### src/rtl/iccm_arbiter.sv
// Two-port round-robin arbiter in front of a single-ported ICCM RAM.
// Grants are combinational; each granted access gets a response exactly one cycle later.
module iccm_arbiter #(
   parameter int AW = 12,
   parameter int DW = 32
) (
   input  logic            clock,
   input  logic            reset,
   input  logic            p0_req_i,
   input  logic            p0_we_i,
   input  logic [DW/8-1:0] p0_be_i,
   input  logic [AW-1:0]   p0_addr_i,
   input  logic [DW-1:0]   p0_wdata_i,
   output logic            p0_gnt_o,
   output logic            p0_rvalid_o,
   output logic [DW-1:0]   p0_rdata_o,
   output logic            p0_err_o,
   input  logic            p1_req_i,
   input  logic            p1_we_i,
   input  logic [DW/8-1:0] p1_be_i,
   input  logic [AW-1:0]   p1_addr_i,
   input  logic [DW-1:0]   p1_wdata_i,
   output logic            p1_gnt_o,
   output logic            p1_rvalid_o,
   output logic [DW-1:0]   p1_rdata_o,
   output logic            p1_err_o,
   input  logic            wr_lock_i,
   output logic            ram_en_o,
   output logic [DW/8-1:0] ram_we_o,
   output logic [AW-1:0]   ram_addr_o,
   output logic [DW-1:0]   ram_wdata_o,
   input  logic [DW-1:0]   ram_rdata_i
);
   localparam int BW = DW / 8;

   logic            prio_d, prio_q;
   logic            rsp_valid_d, rsp_valid_q;
   logic            rsp_port_d, rsp_port_q;
   logic            rsp_we_d, rsp_we_q;
   logic            rsp_err_d, rsp_err_q;
   logic            gnt0_s, gnt1_s;
   logic            sel_we_s;
   logic [BW-1:0]   sel_be_s;
   logic [AW-1:0]   sel_addr_s;
   logic [DW-1:0]   sel_wdata_s;

   // Grant selection: a lone requester wins, a tie goes to the port named by prio_q.
   always_comb begin
      gnt0_s = 1'b0;
      gnt1_s = 1'b0;
      if (reset) begin
         gnt0_s = 1'b0;
         gnt1_s = 1'b0;
      end else if (p0_req_i && p1_req_i) begin
         if (prio_q) begin
            gnt1_s = 1'b1;
         end else begin
            gnt0_s = 1'b1;
         end
      end else if (p0_req_i) begin
         gnt0_s = 1'b1;
      end else if (p1_req_i) begin
         gnt1_s = 1'b1;
      end else begin
         gnt0_s = 1'b0;
         gnt1_s = 1'b0;
      end
   end

   // Route the granted port's request onto the RAM bus; idle bus is all zero.
   always_comb begin
      sel_we_s    = 1'b0;
      sel_be_s    = {BW{1'b0}};
      sel_addr_s  = {AW{1'b0}};
      sel_wdata_s = {DW{1'b0}};
      case ({gnt1_s, gnt0_s})
         2'b01: begin
            sel_we_s    = p0_we_i;
            sel_be_s    = p0_be_i;
            sel_addr_s  = p0_addr_i;
            sel_wdata_s = p0_wdata_i;
         end
         2'b10: begin
            sel_we_s    = p1_we_i;
            sel_be_s    = p1_be_i;
            sel_addr_s  = p1_addr_i;
            sel_wdata_s = p1_wdata_i;
         end
         default: begin
            sel_we_s    = 1'b0;
            sel_be_s    = {BW{1'b0}};
            sel_addr_s  = {AW{1'b0}};
            sel_wdata_s = {DW{1'b0}};
         end
      endcase
   end

   assign p0_gnt_o    = gnt0_s;
   assign p1_gnt_o    = gnt1_s;
   assign ram_en_o    = gnt0_s | gnt1_s;
   assign ram_addr_o  = sel_addr_s;
   assign ram_wdata_o = sel_wdata_s;
   assign ram_we_o    = (sel_we_s && !wr_lock_i) ? sel_be_s : {BW{1'b0}};

   // Next-state: priority passes to the loser; grant info is captured for the response.
   always_comb begin
      prio_d      = prio_q;
      rsp_valid_d = gnt0_s | gnt1_s;
      rsp_port_d  = gnt1_s;
      rsp_we_d    = sel_we_s;
      rsp_err_d   = sel_we_s & wr_lock_i;
      if (gnt0_s) begin
         prio_d = 1'b1;
      end else if (gnt1_s) begin
         prio_d = 1'b0;
      end else begin
         prio_d = prio_q;
      end
   end

   // State registers with synchronous reset.
   always_ff @(posedge clock) begin
      if (reset) begin
         prio_q      <= 1'b0;
         rsp_valid_q <= 1'b0;
         rsp_port_q  <= 1'b0;
         rsp_we_q    <= 1'b0;
         rsp_err_q   <= 1'b0;
      end else begin
         prio_q      <= prio_d;
         rsp_valid_q <= rsp_valid_d;
         rsp_port_q  <= rsp_port_d;
         rsp_we_q    <= rsp_we_d;
         rsp_err_q   <= rsp_err_d;
      end
   end

   // Steer the response to its port; reset squashes a response still in flight.
   always_comb begin
      p0_rvalid_o = 1'b0;
      p1_rvalid_o = 1'b0;
      p0_err_o    = 1'b0;
      p1_err_o    = 1'b0;
      p0_rdata_o  = {DW{1'b0}};
      p1_rdata_o  = {DW{1'b0}};
      if (rsp_valid_q && !reset) begin
         if (rsp_port_q) begin
            p1_rvalid_o = 1'b1;
            p1_err_o    = rsp_err_q;
            p1_rdata_o  = rsp_we_q ? {DW{1'b0}} : ram_rdata_i;
         end else begin
            p0_rvalid_o = 1'b1;
            p0_err_o    = rsp_err_q;
            p0_rdata_o  = rsp_we_q ? {DW{1'b0}} : ram_rdata_i;
         end
      end else begin
         p0_rvalid_o = 1'b0;
         p1_rvalid_o = 1'b0;
      end
   end

endmodule
### config.mk
export PLATFORM = sky130hd
export DESIGN_NAME = iccm_arbiter
export DESIGN_NICKNAME = d
export VERILOG_FILES = /design/src/rtl/iccm_arbiter.sv
export SDC_FILE = /design/constraint.sdc
export NUM_CORES = 1
export LEC_CHECK = 0
export ABC_AREA = 1
export CAP_MARGIN = 5
export CORE_AREA = 2 2 97 99
export CTS_BUF_LIST = sky130_fd_sc_hd__clkbuf_4 sky130_fd_sc_hd__clkbuf_8
export CTS_CLUSTER_SIZE = 12
export DETAILED_ROUTE_END_ITERATION = 7
export DIE_AREA = 0 0 99 101
export PLACE_DENSITY = 0.65
export SLEW_MARGIN = 25
export SYNTH_ARGS = -nofsm -noshare
export SYNTH_HDL_FRONTEND = slang
export SYNTH_SLANG_ARGS = --single-unit
### constraint.sdc
create_clock -name clock -period 2.43 [get_ports clock]
set_input_delay 0.486 -clock clock [delete_from_list [all_inputs] [get_ports clock]]
set_output_delay 0.486 -clock clock [all_outputs]
set_load 0.01 [all_outputs]
==> results of run 1 <==
## metrics by stage
stage                     hold WS [ns]  setup TNS [ns]  total power [mW]
after floorplan                  0.525               0             0.265
after global placement           0.552          -42.96             0.632
after detailed placement         0.552          -44.86             0.636
after CTS                        0.554               0             0.829
after global routing             0.503               0             0.881
final                            0.496               0             0.825
## critical path: stages
cell	delay [ns]
buf_2	0.13
nand2_2	0.06
nand2_2	0.06
nor2_4	0.11
inv_2	0.08
ha_4	0.30
inv_6	0.06
bufbuf_16	0.28
a21oi_2	0.11
buf_2	0.14
## cell families (layout without fill, tap and decap cells)
kind of cell	Yosys count	in the layout	synth area share, %
simple gates	217	217	59.7
flops	5	5	7.03
compound gates	46	46	16.2
fa+ha+maj	3	3	2.64
buf+inv	40	302	14.5
## placed cells by master, fill, tap and decap left out, drive strengths merged
master	n
buf	70
dlygate4sd2	36
clkbuf	6
dfxtp	5
clkdlybuf4s50	166
a21oi	45
bufbuf	2
nor2	74
nand3	4
o21ai	1
ha	3
dlymetal6s2s	1
clkdlybuf4s15	4
inv	17
nand2	139
## report_power, final
group	internal (mW)	leakage (nW)	switching, mW	total (mW)
combinational	0.345	1.96	0.223	0.569
sequential	0.0868	0.0409	0.00343	0.0902
clock	0.124	0.0262	0.0418	0.166
total	0.556	2.02	0.269	0.825
## flip-flops by register name, summed over array words and instances, names as in the netlist
register     cells
prio_q           1
rsp_err_q        1
rsp_port_q       1
rsp_valid_q      1
rsp_we_q         1
## per-layer routing
layer  vias to the layer above  GRT usage, %
met2                       162          31.5
met1                      1269          16.3
li1                       1476             -
met4                         0          4.53
met5                         -             0
met3                        19          4.23
## what timing repair did
action	in CTS	in global routing
cloned	3	0
gates resized for setup	249	10
hold buffers	0	0
pin swaps	6	2
setup endpoints to repair	118	73
buffers inserted	6	0
## worst paths after layout
path                        from                      to  slack, ns  depth (start not counted)
min                        reset  rsp_valid_q$_SDFF_PP0_       0.50                          2
min reg2reg  prio_q$_SDFFE_PP0P_     prio_q$_SDFFE_PP0P_       0.57                          2
max                     p1_req_i          ram_wdata_o[7]       0.13                         10
max reg2reg  prio_q$_SDFFE_PP0P_    rsp_err_q$_SDFF_PP0_       1.01                         10
## layout make-up
type,count,area share [%]
Timing Repair Buffer,281,62.3
Multi-Input combinational cell,266,29.1
Tap cell,111,3.31
Sequential cell,5,2.39
Inverter,17,1.70
Clock buffer,4,1.16
==> results by group, run 1 <==
Floorplan
  – Placeable Area: between 8000 and 9000 um2
  – Die height: about 100 um
  – Die W: roughly 99 um
  – Core Rows: 35
  – Starting Density: between 10% and 20%
  – # IOs: about 250
  – Die area: between 9000 and 10000 um2

CTS
  – Clock sink count: 5
  – Clock Root Buffer: clkbuf_8
  – Clock latency on the worst-skew pair: approximately 0.22 ns
  – Clock transition at path regs: approximately 0.030 ns
  – Clock Path Buffers: 2
  – CTS H-tree lvls: 1
  – TritonCTS clock tree: built
  – CTS Buf Count: 3

Place
  – Gp weighted congestion: 0.829
  – Pre-CTS setup slack: -0.816 ns
  – Number of port buffers: approximately 250
  – Final HPWL DP: between 7000 and 8000 um
  – Post-DP Area: 4170 um2
  – Inst Count DP: about 670

Global route
  – GR Overflow Total: 0
  – Initial antenna violation count: 0
  – GRT Total Usage: between 15 and 20%
  – First-pass GRT wire length: ~13000 um
  – Vias in the first global route: roughly 2700
  – Pin count of the biggest net entering global routing: 35

Timing
  – Fin worst setup slack: around 0.13 ns
  – RSZ-0062 raised after global routing: no
  – Fmax: approximately 0.44 GHz
  – Final Critical Period: approximately 2.3 ns
  – Clk_skew: just under 0.0007 ns
  – Worst-Margin Slew: 0.184 ns
  – Max Slew Vio Count: 0
  – Final hold vios: 0
  – Post-route clock period utilization: about 94%
  – Slew headroom: about 88%
  – Count of final setup violators: 0

Worst setup path
  – Kind of critical path: in2out
  – Arr. time, crit path: ~1.8 ns
  – CP Max Fanout: 12
  – WP data required: 1.94 ns
  – Startpoint types: primary input
  – CP Capture Type: output pin

Route
  – Routed vias: between 2000 and 3000
  – Drt total wl: 9010 um
  – Detail Route Antenna Nets: 0
  – Met2 routed WL: slightly below 5000 um
  – Drt first pass iters: 4
  – Via density: ~4.3
  – DRT met1 WL: 3110 um
  – Highest routed metal layer: met4
  – Routed len/inst: about 13 um
  – WL met3: between 800 and 900 um
  – 1st-iter DRT viols: between 50 and 60
  – DRC viols: 0

Synthesis
  – Top post-synthesis cells by area: nand2_1 (36%), nor2_1 (18%), a21oi_1 (16%), dfxtp_1 (7.0%), buf_2 (4.2%)
  – Mapped Area: between 1000 and 1500 um2
  – Most frequent cells after synthesis: nand2_1 (138), nor2_1 (67), a21oi_1 (45)
  – Post-synth EDFFs: 0
  – Cell taking the most area after synthesis: nand2_1
  – Post-synthesis register bit count: 5
  – Synth warnings: 0
  – Mean Syn Cell Area: ~4.6 um2
  – Post-Syn Instances: around 310
  – Cell with the most instances after synthesis: nand2_1
  – Net count after synthesis: approximately 450
  – Sequential area share after synthesis: ~7%
  – Netlist cell types: 17
  – Main synth FF type: dfxtp_1
  – Async set-reset flop share out of synthesis: 0%
  – Top cell type's share of synthesized area: ~36%

Cells and area
  – Final Cell Area: approximately 4200 um2
  – Final net count: between 700 and 800
  – Antenna Cells: 0
  – Fill cell count: approximately 970
  – Seq. cell area: roughly 100 um2
  – Syn-to-layout area delta: 194%
  – Footprint of the multi-input gates: ~1200 um2
  – Share of layout cells above drive strength 1: roughly a fifth
  – Final non-filler cell total: between 600 and 700
  – Final core occ: a little under half

Pwr
  – PD cells: just under 200 nW/um2
  – Pleak: about 2 nW
  – Worst vdd ir: 0.128 mV

Worst hold path
  – Hold WC Path Type: in2reg

Outcome
  – Status: completed

Flow run
  – Max-cap violation count: 0
No activity file was read; power rests on OpenSTA's default activity.
==> inputs of run 2 (changes only) <==
HOLD_SLACK_MARGIN = 0.1   (was unset)
==> results of run 2 <==
Same layout as run 1: the final DEF is identical, and so are final timing and power.
